--- config.mk ---
export PLATFORM = sky130hd
export DESIGN_NAME = hx8352_init_seq
export DESIGN_NICKNAME = d
export VERILOG_FILES = /design/src/rtl/hx8352_pkg.sv /design/src/rtl/hx8352_init_seq_us_timer.sv /design/src/rtl/hx8352_init_seq.sv
export SDC_FILE = /design/constraint.sdc
export NUM_CORES = 1
export LEC_CHECK = 0
export ABC_AREA = 1
export CAP_MARGIN = 25
export CORE_MARGIN = 2
export CORE_UTILIZATION = 40
export CTS_BUF_LIST = sky130_fd_sc_hd__clkbuf_16
export DETAILED_ROUTE_END_ITERATION = 8
export DONT_BUFFER_PORTS = 1
export HOLD_SLACK_MARGIN = 0.08
export SYNTH_ARGS = -nofsm -noshare
export SYNTH_HDL_FRONTEND = slang
export SYNTH_SLANG_ARGS = --single-unit
--- constraint.sdc ---
create_clock -name clk -period 2.1 [get_ports clk]
set_input_delay 0.105 -clock clk [delete_from_list [all_inputs] [get_ports clk]]
set_output_delay 0.105 -clock clk [all_outputs]
set_load 0.03 [all_outputs]
--- src/rtl/hx8352_pkg.sv ---
`default_nettype none
// ============================================================================
// Module : hx8352_pkg
// Desc   : Shared command codes, ROM field positions and sequencer states.
// Rev    : 1.0  initial release
// ============================================================================
package hx8352_pkg;

    localparam logic [7:0] CMD_CUSTOM_DELAY = 8'hFE;
    localparam logic [7:0] CMD_CUSTOM_DONE  = 8'hFF;

    localparam int CMD_MSB = 23;
    localparam int CMD_LSB = 16;
    localparam int VAL_MSB = 15;
    localparam int VAL_LSB = 0;

    // Wide enough for the longest reset wait in microseconds
    localparam int US_W = 17;

    typedef enum logic [3:0] {
        ST_IDLE     = 4'd0,
        ST_RST_LOW  = 4'd1,
        ST_RST_WAIT = 4'd2,
        ST_FETCH    = 4'd3,
        ST_ROM_WAIT = 4'd4,
        ST_DECODE   = 4'd5,
        ST_WRITE    = 4'd6,
        ST_DELAY    = 4'd7,
        ST_DONE     = 4'd8
    } state_t;

endpackage
`default_nettype wire

--- src/rtl/hx8352_init_seq_us_timer.sv ---
`default_nettype none
// ============================================================================
// Module : us_timer
// Desc   : Microsecond down-counter with prescaler; expired pulses on last cycle.
// Rev    : 1.0  initial release
// ============================================================================
module us_timer
    import hx8352_pkg::*;
#(
    parameter int CLKS_PER_US = 50
) (
    input  logic            clk,
    input  logic            rst,
    input  logic            load,
    input  logic [US_W-1:0] count_us,
    output logic            expired
);

    localparam int              PRE_W   = (CLKS_PER_US > 1) ? $clog2(CLKS_PER_US) : 1;
    localparam logic [PRE_W-1:0] PRE_MAX = PRE_W'(CLKS_PER_US - 1);

    logic [US_W-1:0]  r_us;
    logic [PRE_W-1:0] r_pre;
    logic             r_active;

    always_ff @(posedge clk or posedge rst) begin
        if (rst) begin
            r_us     <= '0;
            r_pre    <= '0;
            r_active <= 1'b0;
        end else if (load) begin
            r_us     <= count_us;
            r_pre    <= PRE_MAX;
            r_active <= (count_us != '0);
        end else if (r_active) begin
            if (r_pre == '0) begin
                r_pre <= PRE_MAX;
                r_us  <= r_us - US_W'(1);
                if (r_us == US_W'(1)) begin
                    r_active <= 1'b0;
                end
            end else begin
                r_pre <= r_pre - PRE_W'(1);
            end
        end
    end

    // Fires during the final counted cycle so the owner leaves after exactly N*CLKS_PER_US cycles
    assign expired = r_active && (r_pre == '0) && (r_us == US_W'(1));

endmodule
`default_nettype wire

--- src/rtl/hx8352_init_seq.sv ---
`default_nettype none
// ============================================================================
// Module : hx8352_init_seq
// Desc   : Walks the HX8352 init ROM: panel reset, register writes, delays.
// Rev    : 1.0  initial release
// ============================================================================
module hx8352_init_seq
    import hx8352_pkg::*;
#(
    parameter int CLK_FREQ_HZ = 50_000_000,
    parameter int RST_LOW_US  = 10_000,
    parameter int RST_WAIT_US = 120_000
) (
    input  logic        clk,
    input  logic        rst,
    input  logic        start,
    output logic [7:0]  rom_addr,
    input  logic [31:0] rom_data,
    output logic        wr_valid,
    input  logic        wr_ready,
    output logic [7:0]  wr_cmd,
    output logic [15:0] wr_data,
    output logic        lcd_rst_n,
    output logic        busy,
    output logic        done,
    output logic        err
);

    localparam int CLKS_PER_US = CLK_FREQ_HZ / 1_000_000;

    state_t          r_state;
    state_t          w_next;
    logic            w_load;
    logic [US_W-1:0] w_load_us;
    logic            w_expired;
    logic            w_start_ok;
    logic            w_issue;
    logic            w_advance;
    logic            w_last;
    logic [7:0]      w_cmd;
    logic [15:0]     w_val;
    logic            w_unused_hi;

    assign w_cmd       = rom_data[CMD_MSB:CMD_LSB];
    assign w_val       = rom_data[VAL_MSB:VAL_LSB];
    assign w_unused_hi = ^rom_data[31:24];
    assign w_last      = (rom_addr == 8'hFF);
    assign busy        = (r_state != ST_IDLE) && (r_state != ST_DONE);
    assign done        = (r_state == ST_DONE);

    us_timer #(
        .CLKS_PER_US (CLKS_PER_US)
    ) u_timer (
        .clk      (clk),
        .rst      (rst),
        .load     (w_load),
        .count_us (w_load_us),
        .expired  (w_expired)
    );

    always_ff @(posedge clk or posedge rst) begin
        if (rst) begin
            r_state <= ST_IDLE;
        end else begin
            r_state <= w_next;
        end
    end

    always_comb begin
        w_next     = r_state;
        w_load     = 1'b0;
        w_load_us  = '0;
        w_start_ok = 1'b0;
        w_issue    = 1'b0;
        w_advance  = 1'b0;
        case (r_state)
            ST_IDLE, ST_DONE: begin
                if (start) begin
                    w_start_ok = 1'b1;
                    w_load     = 1'b1;
                    w_load_us  = US_W'(RST_LOW_US);
                    w_next     = ST_RST_LOW;
                end
            end
            ST_RST_LOW: begin
                if (w_expired) begin
                    w_load    = 1'b1;
                    w_load_us = US_W'(RST_WAIT_US);
                    w_next    = ST_RST_WAIT;
                end
            end
            ST_RST_WAIT: begin
                if (w_expired) begin
                    w_next = ST_FETCH;
                end
            end
            ST_FETCH:    w_next = ST_ROM_WAIT;
            ST_ROM_WAIT: w_next = ST_DECODE;
            ST_DECODE: begin
                if (w_cmd == CMD_CUSTOM_DONE) begin
                    w_next = ST_DONE;
                end else if (w_cmd == CMD_CUSTOM_DELAY) begin
                    if (w_val == 16'd0) begin
                        w_advance = 1'b1;
                    end else begin
                        w_load    = 1'b1;
                        w_load_us = {1'b0, w_val};
                        w_next    = ST_DELAY;
                    end
                end else begin
                    w_issue = 1'b1;
                    w_next  = ST_WRITE;
                end
            end
            ST_WRITE: begin
                if (wr_ready) begin
                    w_advance = 1'b1;
                end
            end
            ST_DELAY: begin
                if (w_expired) begin
                    w_advance = 1'b1;
                end
            end
            default: w_next = ST_IDLE;
        endcase
        // The last ROM slot has no successor, so finishing it ends the run
        if (w_advance) begin
            w_next = w_last ? ST_DONE : ST_FETCH;
        end
    end

    always_ff @(posedge clk or posedge rst) begin
        if (rst) begin
            rom_addr  <= '0;
            wr_valid  <= 1'b0;
            wr_cmd    <= '0;
            wr_data   <= '0;
            lcd_rst_n <= 1'b1;
            err       <= 1'b0;
        end else begin
            if (w_start_ok) begin
                lcd_rst_n <= 1'b0;
                err       <= 1'b0;
                rom_addr  <= '0;
            end
            if ((r_state == ST_RST_LOW) && w_expired) begin
                lcd_rst_n <= 1'b1;
            end
            if (w_issue) begin
                wr_cmd   <= w_cmd;
                wr_data  <= w_val;
                wr_valid <= 1'b1;
            end
            if ((r_state == ST_WRITE) && wr_ready) begin
                wr_valid <= 1'b0;
            end
            if (w_advance) begin
                if (w_last) begin
                    err <= 1'b1;
                end else begin
                    rom_addr <= rom_addr + 8'd1;
                end
            end
        end
    end

endmodule
`default_nettype wire

======== Word level (Yosys, flattened, before mapping) ========
Index checks and enable logic that the tools add are counted.
word-level totals
  output and inout port bits .............. 37
  bits in registers ....................... 63
  bits of input ports ..................... 36
operators by class
  mux-type cells .......................... 50
  reductions and logical operators ........ 18
  add/sub/neg operators ................... 3
  equal/unequal tests ..................... 18
operator list
  cell                   number
  $mux 17                4
  $pmux 17 s3            1
  $mux 16                3
  $mux 4                 8
  $pmux 4 s7             1
  $eq 8x8->1 const B     3
  $mux 1                 24
  $mux 8                 3
  $mux 6                 3
  $eq 17x1->1 const B    1
  $reduce_bool 17->1     1
  $sub 17x1->17 const B  1
  $eq 4x3->1 const B     4
  $logic_not 16->1       1
  $mux 14                1
  $ne 3x3->1 const B     3
  $add 8x1->8 const B    1
  $eq 4x2->1 const B     2
  $reduce_bool 2->1      4
  $logic_not 6->1        1
  $pmux 1 s3             2
  $sub 6x1->6 const B    1
  $logic_and 1x1->1      5
  $ne 5x5->1 const B     1
  9 further kinds        10

======== Longest topological paths before layout ========
Gate-level depths: netlist of the first run.
  depth in word-level cells ............... 7
  gate-level depth with buffers ........... 14
  gate-level depth less buffers ........... 13

======== Cells and area by module ========
From an unflattened synthesis of the first run, not the netlist that was laid out.
unflattened totals
  cell total of the unflattened synthesis .. 563
  area total of the unflattened synthesis .. 3,961.3 um2
modules (own cells, without submodules)
  module           area each (um2)  cells each  instances
  hx8352_init_seq  2,209.6          297         1
  us_timer         1,751.7          266         1

======== Least setup slack after synthesis of the first run ========
OpenSTA, ideal clock, no wires.
  path kind ............................... register to register
  start point ............................. reg rom_addr[0]
  end point ............................... reg rom_addr[7]
  data arrival time ....................... 1.600 ns
  library setup time ...................... 0.066 ns
  slack ................................... 0.434 ns
  path buffers ............................ 0
  cell stages (with the launch flop) ...... 10
  path through ............................ dfrtp_1 ha_1 nand2_1 nor2_1 nand2_1 nor2_1 inv_1 nand2_1 nand2_1 nand2_1
on the way
  longest elaborated chain between the ends .. 3
RTL lines
  item                                              RTL line                                       source
  start: declaration                                hx8352_init_seq.sv:17                          output logic [7:0] rom_addr,
  start signal: assignment                          hx8352_init_seq.sv:162                         rom_addr <= rom_addr + 8'd1;
  $add 8x1->8 / $eq 8x8->1 (equally long branches)  hx8352_init_seq.sv:162, hx8352_init_seq.sv:47
  $mux 8 (*)                                        hx8352_init_seq.sv:159                         if (w_last) begin
  $mux 8 (*)                                        hx8352_init_seq.sv:158                         if (w_advance) begin
Every way passes the cells marked *; elsewhere a longest branch is shown, timed or not.
A chain may end at the register's enable or synchronous reset.

======== Final worst setup path of the first run ========
  start point ............................. reg u_timer.r_pre[0]
  end point ............................... reg u_timer.r_us[2]
on the way
  longest elaborated chain between the ends .. 7
RTL lines
  item                             RTL line                                                        source
  start: declaration               hx8352_init_seq_us_timer.sv:23                                  logic [PRE_W-1:0] r_pre;
  start signal: assignment         hx8352_init_seq_us_timer.sv:43                                  r_pre <= r_pre - PRE_W'(1);
  $logic_not 6->1 (*)              hx8352_init_seq_us_timer.sv:36, hx8352_init_seq_us_timer.sv:49
  $logic_and 1x1->1 (2 in series)  hx8352_init_seq_us_timer.sv:49                                  assign expired = r_active && (r_pre == '0) && (r_us == US_W'(1));
  $mux 1                           hx8352_init_seq.sv:86                                           if (w_expired) begin
  $pmux 1 s3                       hx8352_init_seq.sv:76                                           case (r_state)
  $reduce_bool 2->1 (no line)      n/a
  $reduce_and 2->1 (no line)       n/a
  end signal: assignment           hx8352_init_seq_us_timer.sv:32                                  r_us <= count_us;
  end signal: assignment           hx8352_init_seq_us_timer.sv:38                                  r_us <= r_us - US_W'(1);
  end: declaration                 hx8352_init_seq_us_timer.sv:22                                  logic [US_W-1:0] r_us;
Marked as above.

==> results by stage, run 1 <==
Run status:
- The flow ran to the end, and the final reports show no timing, DRC or antenna violations.

Logic synthesis:
- By count the netlist is led by 199 x nand2_1, 73 x nor2_1, 62 x dfrtp_1.
- The synthesized area per cell is 6.995 um2.
- Summing every instance area after synthesis gives 3812 um2.
- Yosys attributes the largest share of cell area to dfrtp_1 41%, nand2_1 20%, nor2_1 7.2%.
- The biggest area consumer among synthesized cells is dfrtp_1.
- The number of nets in the synthesized netlist is 586.
- In the synthesized netlist, the number of instances is 545.
- The most frequent cell after synthesis is nand2_1.
- In this run, synthesis inferred 0 flip-flops with an integrated enable.
- After synthesis, the share of flip-flops with an asynchronous set or reset is 100.0%.
- The area fraction of the dominant cell type after synthesis is 40.70%.
- The top flip-flop cell by instance count after synthesis is dfrtp_1.
- In this run, synthesis produced a sequential element count of 63.
- For this run, the register share of the synthesized area comes to 41.38%.
- The count of unique library cells instantiated by Yosys is 32.
- The total of warnings raised by yosys is 0.

Timing:
- In the final timing run, aggregate negative setup slack is 0 ns.
- The relative slew slack is 63.53%.
- Setup violations remaining at the end of the flow were counted as 0.
- Subtracting the final worst setup slack from the clock period gives 1.914 ns.
- The portion of the clock cycle consumed by the worst path in the final layout is 91.16%.
- Across all hold checks on the routed design, the worst slack comes to 0.09787 ns.
- On the final layout, the worst clock skew is 0.008209 ns.
- The maximum clock rate is 522.3 MHz.
- The max-slew violation count came to 0.
- The hold violation total from the final report is 0.
- Setup repair after global routing left no endpoint under its margin.
- At the pin with the least slew margin, the transition time is 0.5462 ns.

Min path:
- The path category of the worst min-delay check is input pin to flop.

GRT:
- Global routing consumed, on the met1 layer, 29.66% of the routing resources.
- The number of antenna violations at the first check in global routing is 0.
- The aggregate global-route resource usage is 21.36%.
- Global routing used 4.624% of the available met3 tracks.
- The first-pass GRT wire length is 17420 um.
- The largest net degree at the start of global routing is 28.
- The global-route track usage on met2 is 33.00%.
- The via count of the first global-routing pass is 3649.
- The layer with the highest usage after global routing is met2.
- The total congestion overflow after global routing is 0.

Floorplanning:
- The count of standard-cell rows is 35.
- After floorplanning, the core was sized to cover 9240 um2.
- In this run the vertical extent of the chip is 101.6 um.
- The floorplan die area is 10330 um2.
- Measured along the x axis, the die boundary spans 101.6 um.
- The number of ports placed on the die boundary is 73.
- The starting density of the core is 41.26%.

Drt:
- In the final routed layout, each cell accounts on average for 13.66 um.
- For this run, design rule violations remaining after detail routing come to 0.
- The via count is 3656.
- After the first detailed-routing iteration, the DRC count stood at 216.
- The total iterations of the first detailed-routing run is 4.
- The detail route stage leaves a number of antenna-violating nets equal to 0.
- The via-per-instance ratio is 5.008.
- Wires add up to 9970 um.

Place:
- The half-perimeter wire length after placement is 7280 um.
- The number of port buffers is 0.
- The final RePlAce weighted congestion is 0.9333.

CTS:
- The clock net in this run drives a total of 63 sinks.
- The maximum buffer depth of the clock tree is 2.
- The tree is rooted in a clkbuf_16.
- The clock reaches the later pin of the worst-skew pair after 0.33 ns.
- Clock-pin slew was measured on the worst setup and hold paths at 0.06 ns.
- The post-cts resize count is 0.
- TritonCTS built the clock tree.
- The maximum level of the CTS H-tree is 3.
- The total CTS buffers is 9.

Run:
- The max-cap check violation count is 0.

Critical path:
- The critical path in this run is classified as flop to flop.
- The critical path data required time is 2.35 ns.
- STA classifies the critical path startpoint as a flop.
- Data on the critical path arrives at its endpoint at 2.17 ns.
- The highest net fanout along the worst path is 11.
- STA classifies the critical path endpoint as a flop.

Layout:
- 0 antenna diodes ended up in the layout.
- The area growth from synthesis to layout is 23.10%.
- The final layout net count is 637.
- The share of final-layout standard cells stronger than drive strength 1 is 12.81%.

Pwr:
- The leakage power is 0.002352 uW.
- The worst-case IR drop observed on VDD is 0.8371 mV.
- For this design the ratio of total power to cell area is 1376 nW/um2.
routing by layer:
layer,vias to the layer above,wire (um)
met5,-,0
met2,117,4538
met3,16,594
li1,1838,-
met4,0,168
met1,1685,4669
registers in the layout (all words and copies together), names as in the netlist:
name,count
err,1
lcd_rst_n,1
r_state,4
rom_addr,8
u_timer.r_active,1
u_timer.r_pre,6
u_timer.r_us,17
wr_cmd,8
wr_data,16
wr_valid,1
worst paths after layout:
path / startpoint / to / slack [ns] / cells past startpoint
setup / recovery: u_timer.r_pre[0]$_DFFE_PP0P_ / u_timer.r_us[2]$_DFFE_PP0P_ / 0.19 / 10
hold / removal: rom_data[15] / u_timer.r_us[15]$_DFFE_PP0P_ / 0.1 / 6
setup reg to reg: u_timer.r_pre[0]$_DFFE_PP0P_ / u_timer.r_us[2]$_DFFE_PP0P_ / 0.19 / 10
hold reg to reg: u_timer.r_pre[0]$_DFFE_PP0P_ / u_timer.r_pre[0]$_DFFE_PP0P_ / 0.50 / 2
max in group asynchronous: rst / wr_data[11]$_DFFE_PP0P_ / 1.22 / 3
min in group asynchronous: rst / rom_addr[5]$_DFF_PP0_ / 0.28 / 2
report_power, final:
part	leakage (uW)	switching, uW	internal, uW	total [uW]
Sequential	0.000789	874	1660	2540
Clock	0.000150	571	1040	1610
Combinational	0.00141	1430	885	2310
layout by cell type (no fill, tap or decap), types with 3 or more instances in the layout:
cell type      Yosys  final
dlygate4sd3_1      0     26
buf_4              4     28
dfrtp_1           62     62
xor2_1             8      8
o21ai_1            3      3
clkbuf_16          0      9
a21oi_1           11     11
nand2_1          199    199
inv_2             10     11
o21ai_0           19     19
nor2_2             6      6
nor2_1            73     73
xnor2_1            4      4
ha_1               5      5
nand3_2            3      3
nand2_2            3      3
nor3_1             4      4
nand4_1           16     16
nand3_1           44     44
nor2_4             5      5
inv_1             42     41
through the flow:
step                      instance area, um2  setup WS, ns  cells  total power (uW)  util [%]
final                                   4693        0.1855    730              6460     50.79
after global routing                    4693       0.03143    730              6987     50.79
after CTS                               4678        0.1809    728              6470     50.63
after detailed placement                4096        0.1892    686              4789     44.33
after floorplan                         3812        0.4269    545              4178         -
after global placement                  4096        0.2193    686              4737     44.33
critical path, stage by stage, from the launching register on:
cell and delay (ns):
dfrtp_1 0.37, inv_1 0.12, ha_1 0.19, nand3_2 0.15
nor2_4 0.16, buf_4 0.20, inv_1 0.13, nand4_4 0.18
buf_4 0.17, nor2_1 0.05, a21oi_1 0.12
final cells by class:
type	count	area [um2]
fillers	892	4547
multi-input cells	415	1947
flip-flops and latches	63	1578
repair buffers	55	490.5
clock buffers	9	225.2
inverters	52	195.2
well taps	129	161.4
clock inverters	7	96.34
timing repair:
action	CTS	global route
hold buffers	26	0
endpoints found under the setup margin	0	1
endpoints found under the hold margin	58	0
buffers inserted	0	2
cell families after synthesis:
logic type	after synthesis	synth area share [%]
AND/OR/NAND/NOR	360	41.35
AO/OA/AOI/OAI	38	5.317
buffers and inverters	67	7.548
adder cells (fa/ha/maj)	5	1.641
flip-flops	63	41.39
XOR/XNOR	12	2.757
Note: power is estimated with default switching activity, not from simulation.
==> run 2: changes to the inputs <==
PLACE_DENSITY = 0.56   (was not set)
==> results by stage, run 2 (synthesis gave the netlist of run 1 again) <==
Critical path:
- The arrival time at the worst endpoint is 2.09 ns (-0.08 ns).
- The worst setup path is launched from a flop.
- The highest net fanout along the worst path is 7 (-4).
- The endpoint class of the critical path is a flop.
- The critical path class is flop to flop.
- The critical path data required time is 2.31 ns (-0.04 ns).

Layout:
- The largest registers in the layout are u_timer.r_us x17, wr_data x16.
- The final layout net count is 633 (-0.63%).
- In the layout the commonest cells are 199 x nand2_1, 73 x nor2_1, 62 x dfrtp_1.
- The area growth from synthesis to layout is 22.35%.
- The number of antenna diodes is 0 (unchanged).
- u_timer.r_us holds more flip-flops than any other register.
- The flip-flop count of the largest register, all copies and words added is 17 (unchanged).
- The library cell used most frequently in the layout, excluding fill and tap cells, is nand2_1.
- The share of final-layout standard cells stronger than drive strength 1 is 12.06% (-0.75 points).
- The number of cells in the finished layout apart from fillers is 726 (-0.55%).

Timing:
- The shortest period the worst path allows came to 1.878 ns (-0.03599 ns).
- The slew at the pin closest to its max-slew limit is 0.5626 ns (+0.01644 ns).
- The setup-violating endpoint count in the final report came to 0 (unchanged).
- The hold violation total from the final report is 0 (unchanged).
- The final total negative setup slack is 0 ns (unchanged).
- The relative slew slack was 62.44% (-1.1 points).
- The maximum clock rate is 532.3 MHz (+1.9%).
- The portion of the clock cycle consumed by the worst path in the final layout is 89.45% (-1.7 points).
- The max-slew violation count is 0 (unchanged).
- The worst clock skew on the final layout is 0.006756 ns (-0.001452 ns).
- Setup repair after global routing left no endpoint under its margin.

GRT:
- The number of antenna violations at the first check in global routing is 0 (unchanged).
- The via count of the first global-routing pass is 3711 (+1.7%).
- The first-pass GRT wire length is 17640 um (+1.2%).
- The total congestion overflow after global routing was 0 (unchanged).
- The largest net degree at the start of global routing is 39 (+39%).
- The aggregate global-route resource usage came to 21.73% (+0.37 points).

Drt:
- The antenna violation net count after detailed routing is 0 (unchanged).
- The routed wire length is 10330 um (+3.6%).
- The via-per-instance ratio is 5.007 (about the same).
- The remaining design rule violation count is 0 (unchanged).
- The mean routed wirelength per cell is 14.22 um (+4.1%).
- The total iterations of the first detailed-routing run is 4 (unchanged).
- The via count is 3635 (-0.57%).
- The initial detailed-routing violation count is 201 (-6.9%).

Floorplanning:
- The number of ports placed on the die boundary is 73 (unchanged).
- The count of standard-cell rows is 35 (unchanged).
- The floorplan die area is 10330 um2 (unchanged).
- The standard cell core area is 9240 um2 (unchanged).
- The starting density of the core is 41.26% (unchanged).
- The horizontal die dimension is 101.6 um (unchanged).
- The height of the die was 101.6 um (unchanged).

Pwr:
- The power per cell area came to 1381 nW/um2 (+0.35%).
- The leakage power was 0.002345 uW (-0.30%).
- The worst supply voltage drop on vdd is 0.6683 mV (-20%).

CTS:
- The CTS tree is done.
- The clock edge transition at the registers on the reported setup and hold paths is 0.06 ns (about the same).
- The maximum level of the CTS H-tree is 3 (unchanged).
- The sink count of the clock tree is 63 (unchanged).
- The maximum buffer depth of the clock tree is 2 (unchanged).
- The total CTS buffers is 9 (unchanged).
- The root buffer cell is clkbuf_16.
- The clock latency reported for the late side of the worst-skew pair is 0.33 ns (about the same).

Place:
- The final RePlAce weighted congestion is 0.8881 (-4.8%).
- The half-perimeter wire length after placement is 7282 um (about the same).
- The number of port buffers is 0 (unchanged).
- The count of placed standard cells including taps came to 684 (-0.29%).

Run status:
- The flow ran to the end, and the final reports show no timing, DRC or antenna violations.

Min path:
- The path category of the worst min-delay check is input pin to flop.

Run:
- The max-cap check violation count is 0 (unchanged).
[run 2: timing repair]
| item | in CTS | in global routing |
|---|---|---|
| endpoints found under the hold margin | 61 | 0 |
| hold buffers | 26 | 0 |
| setup endpoints to repair | 0 | 1 |
| gates resized for setup | 0 | 1 |
| setup buffers | 0 | 0 |
[run 2: final timing paths]
path | startpoint | to | slack [ns] | depth (start not counted)
worst max-delay path | u_timer.r_us[1]$_DFFE_PP0P_ | r_state[3]$_DFFE_PP0P_ | 0.22 | 11
worst min-delay path | rom_data[12] | u_timer.r_us[12]$_DFFE_PP0P_ | 0.12 | 6
worst max register to register | u_timer.r_us[1]$_DFFE_PP0P_ | r_state[3]$_DFFE_PP0P_ | 0.22 | 11
worst min register to register | u_timer.r_us[1]$_DFFE_PP0P_ | u_timer.r_us[1]$_DFFE_PP0P_ | 0.51 | 2
max in group asynchronous | rst | lcd_rst_n$_DFFE_PP1P_ | 1.15 | 3
min in group asynchronous | rst | err$_DFF_PP0_ | 0.29 | 2
[run 2: where the power goes]
| part | switching, uW | internal [uW] | leakage, uW | total, uW |
|---|---|---|---|---|
| clock | 552 | 1030 | 0.000154 | 1580 |
| sequential | 876 | 1660 | 0.000789 | 2540 |
| combinational | 1450 | 872 | 0.00140 | 2320 |
| total | 2880 | 3570 | 0.00234 | 6440 |
[run 2: critical path: stages (launching register included)]
cell and delay, ns:
dfrtp_1 0.39, inv_1 0.12, ha_1 0.18, inv_1 0.04, nor2_1 0.07, nand2_1 0.08, nor2_4 0.16, nand4_1 0.17
nand2_2 0.18, nand2_1 0.15, o21ai_0 0.11, o21ai_1 0.09
[run 2: through the flow]
step	setup WS [ns]	hold slack, ns	total power [uW]	cell area, um2	utilization [%]
6_report	0.2215	0.1205	6443	4664	50.48
5_1_grt	0.004487	0.1829	6954	4664	50.48
4_1_cts	0.1607	0.1093	6457	4656	50.39
3_5_place_dp	0.2026	0.07695	4793	4081	44.17
3_3_place_gp	0.1981	0.07177	4736	4081	44.17
2_1_floorplan	0.4269	0.2146	4178	3812	-
[run 2: metal layers]
layer  part of all wire, %  global-route usage [%]  vias to the layer above
li1                      -                       -                     1824
met2                    46                   34.06                      111
met1                    46                   28.36                     1680
met3                   6.5                   6.694                       20
met4                   1.7                   7.900                        0
met5                     0                       0                        -
[run 2: final cells by class]
class	instances	area, um2
Clock buffer	9	225.2
Clock inverter	7	88.84
Fill cell	890	4576
Inverter	52	195.2
Multi-Input combinational cell	415	1956
Sequential cell	63	1578
Tap cell	129	161.4
Timing Repair Buffer	51	460.4
==> run 3: changes to the inputs <==
CORE_UTILIZATION = 35   (was 40)
PLACE_DENSITY = 0.51   (was 0.56)
clock period = 1.95 ns   (was 2.1 ns; I/O delays follow)
==> results by stage, run 3 (synthesis gave the netlist of run 1 again) <==
Run status:
- The flow ran to the end, and the final reports show no timing, DRC or antenna violations.

CTS:
- The total CTS buffers is 9 (unchanged).
- The sink count of the clock tree is 63 (unchanged).
- The clock latency reported for the late side of the worst-skew pair was 0.33 ns (about the same).
- The maximum level of the CTS H-tree is 3 (unchanged).
- The clock edge transition at the registers on the reported setup and hold paths came to 0.05 ns (about the same).
- The maximum buffer depth of the clock tree is 2 (unchanged).
- TritonCTS built the clock tree.
- The tree is rooted in a clkbuf_16.

Drt:
- The via count came to 3662 (+0.74%).
- The remaining design rule violation count is 0 (unchanged).
- The total iterations of the first detailed-routing run was 5 (+1).
- The initial detailed-routing violation count came to 233 (+16%).
- The mean routed wirelength per cell is 14.27 um (+0.31%).
- The via-per-instance ratio is 4.857 (-3.0%).
- The antenna violation net count after detailed routing is 0 (unchanged).
- The routed wire length is 10760 um (+4.2%).

Floorplanning:
- The starting density of the core is 35.48% (-5.8 points).
- The height of the die came to 108.4 um (+6.6%).
- The count of standard-cell rows is 38 (+8.6%).
- The horizontal die dimension is 108.4 um (+6.6%).
- The number of ports placed on the die boundary is 73 (unchanged).
- The standard cell core area was 10750 um2 (+16%).
- The floorplan die area is 11740 um2 (+14%).

Min path:
- The path class of the tightest hold or removal check is input pin to flop.
- The number of cells on the worst hold path is 6 (unchanged).

Timing:
- The worst hold-check slack came to 0.1113 ns (-0.009171 ns).
- The max-slew violation count is 0 (unchanged).
- The slew at the pin closest to its max-slew limit was 0.4540 ns (-0.1086 ns).
- The portion of the clock cycle consumed by the worst path in the final layout is 92.72% (+3.3 points).
- The relative slew slack is 69.73% (+7.3 points).
- The hold violation total from the final report is 0 (unchanged).
- The final critical-path setup slack is 0.1420 ns (-0.07949 ns).
- The worst clock skew on the final layout is 0.003455 ns (-0.003301 ns).
- The maximum clock rate came to 553.1 MHz (+3.9%).
- The shortest period the worst path allows came to 1.808 ns (-0.07051 ns).
- The setup-violating endpoint count in the final report is 0 (unchanged).

Layout:
- The core utilization of the finished layout is 45.53% (-5.0 points).
- The flip-flop count of the largest register, all copies and words added is 17 (unchanged).
- The area growth from synthesis to layout is 28.32%.
- The library cell used most frequently in the layout, excluding fill and tap cells, is nand2_1.
- The number of antenna diodes is 0 (unchanged).
- The largest register by flop count is u_timer.r_us.
- In the final layout, the registers with the most flip-flops are u_timer.r_us x17, wr_data x16.
- In the layout the commonest cells are 198 x nand2_1, 73 x nor2_1, 62 x dfrtp_1.
- The filler cell count in the final layout is 1116 (+25%).
- The final layout net count is 651 (+2.8%).
- The share of final-layout standard cells stronger than drive strength 1 came to 14.98% (+2.9 points).

Place:
- The post-place setup slack is 0.07761 ns (-0.1250 ns).
- The half-perimeter wire length after placement is 7596 um (+4.3%).
- The number of port buffers is 0 (unchanged).
- The final RePlAce weighted congestion is 0.8962 (+0.91%).

Critical path:
- STA classifies the critical path startpoint as a flop.
- The number of cell instances on the worst register-to-register path is 10 (-1).
- The critical path class is flop to flop.
- The endpoint class of the critical path is a flop.
- The critical path data required time is 2.17 ns (-0.14 ns).
- The arrival time at the worst endpoint came to 2.03 ns (-0.06 ns).
- The highest net fanout along the worst path is 7 (unchanged).

GRT:
- The total congestion overflow after global routing was 0 (unchanged).
- The aggregate global-route resource usage was 20.02% (-1.7 points).
- The largest net degree at the start of global routing is 36 (-7.7%).
- The number of antenna violations at the first check in global routing is 0 (unchanged).
- The via count of the first global-routing pass came to 3714 (+0.081%).
- The first-pass GRT wire length is 18280 um (+3.6%).

Pwr:
- The internal cell power was 4112 uW (+15%).
- The power per cell area is 1484 nW/um2 (+7.5%).
- The sequential power share was 37.3% (-2.1 points).
- The clock network power share is 24.8% (+0.3 points).
- The total power draw is 7262 uW (+13%).
- The fraction of power spent switching nets is 43.38% (-1.3 points).
- The combinational fraction of design power is 37.8% (+1.8 points).
- The switching power summed over all nets is 3150 uW (+9.5%).
- The worst supply voltage drop on vdd is 0.7470 mV (+12%).
- The leakage power is 0.002453 uW (+4.6%).

Run:
- The max-cap check violation count is 0 (unchanged).
-- run 3: cell count changes in the layout (fill, tap and decap cells not counted), sizes merged --
| cell | delta |
|---|---|
| clkinv | -1 |
| clkbuf | +1 |
| buf | +17 |
| bufinv | +1 |
| clkinvlp | -1 |
-- run 3: repair_timing --
item                                    CTS  global route
gates resized for setup                   0            13
setup buffers                             0             1
hold buffers                             26             0
endpoints found under the hold margin    99             0
endpoints found under the setup margin    0            26
-- run 3: metrics by stage --
stage	setup TNS [ns]	cell area, um2	instances
floorplan	0	3812	545
global placement	0	4215	711
detailed placement	0	4215	711
CTS	0	4802	752
global route	-0.05445	4892	754
finish	0	4892	754
-- run 3: area by class of cell --
class / instances / area (um2) / area share, %
multi-input combinational: 415 / 1993 / 40.74
clock buffer: 9 / 225.2 / 4.604
sequential: 63 / 1578 / 32.25
inverter: 52 / 195.2 / 3.990
clock inverter: 6 / 101.3 / 2.072
timing repair buffer: 69 / 624.3 / 12.76
tap: 140 / 175.2 / 3.581
-- run 3: worst paths after layout --
path	startpoint	endpoint	slack, ns
max	u_timer.r_pre[1]$_DFFE_PP0P_	u_timer.r_pre[3]$_DFFE_PP0P_	0.14
min in group asynchronous	rst	u_timer.r_pre[3]$_DFFE_PP0P_	0.32
max in group asynchronous	rst	wr_data[1]$_DFFE_PP0P_	1.27
min	rom_data[6]	u_timer.r_us[6]$_DFFE_PP0P_	0.11
min reg2reg	u_timer.r_pre[0]$_DFFE_PP0P_	u_timer.r_pre[0]$_DFFE_PP0P_	0.51
max reg2reg	u_timer.r_pre[1]$_DFFE_PP0P_	u_timer.r_pre[3]$_DFFE_PP0P_	0.14
-- run 3: metal layers --
layer	vias to the layer above	track usage, %	share of wire (%)
li1	1860	-	-
met1	1697	27.00	46
met2	92	31.67	47
met3	13	4.943	5.8
met4	0	6.319	1.2
met5	-	0	0
-- run 3: worst max-delay path, stage by stage, from the launching register on --
cell,delay [ns]
dfrtp_1,0.40
inv_1,0.13
ha_4,0.16
nand3_4,0.11
nor2_4,0.19
nand4_4,0.24
nand3_4,0.14
buf_4,0.14
nor2_1,0.07
nand3_1,0.07
nand2_1,0.05
-- run 3: power by group through the flow --
| stage | clock network (uW) | logic (uW) | registers [uW] |
|---|---|---|---|
| 3_5_place_dp | 0 | 2630 | 2710 |
| 2_1_floorplan | 0 | 1880 | 2620 |
| 6_report | 1800 | 2750 | 2710 |
| 4_1_cts | 1820 | 2690 | 2710 |
| 3_3_place_gp | 0 | 2560 | 2700 |
| 5_1_grt | 1890 | 3180 | 2780 |
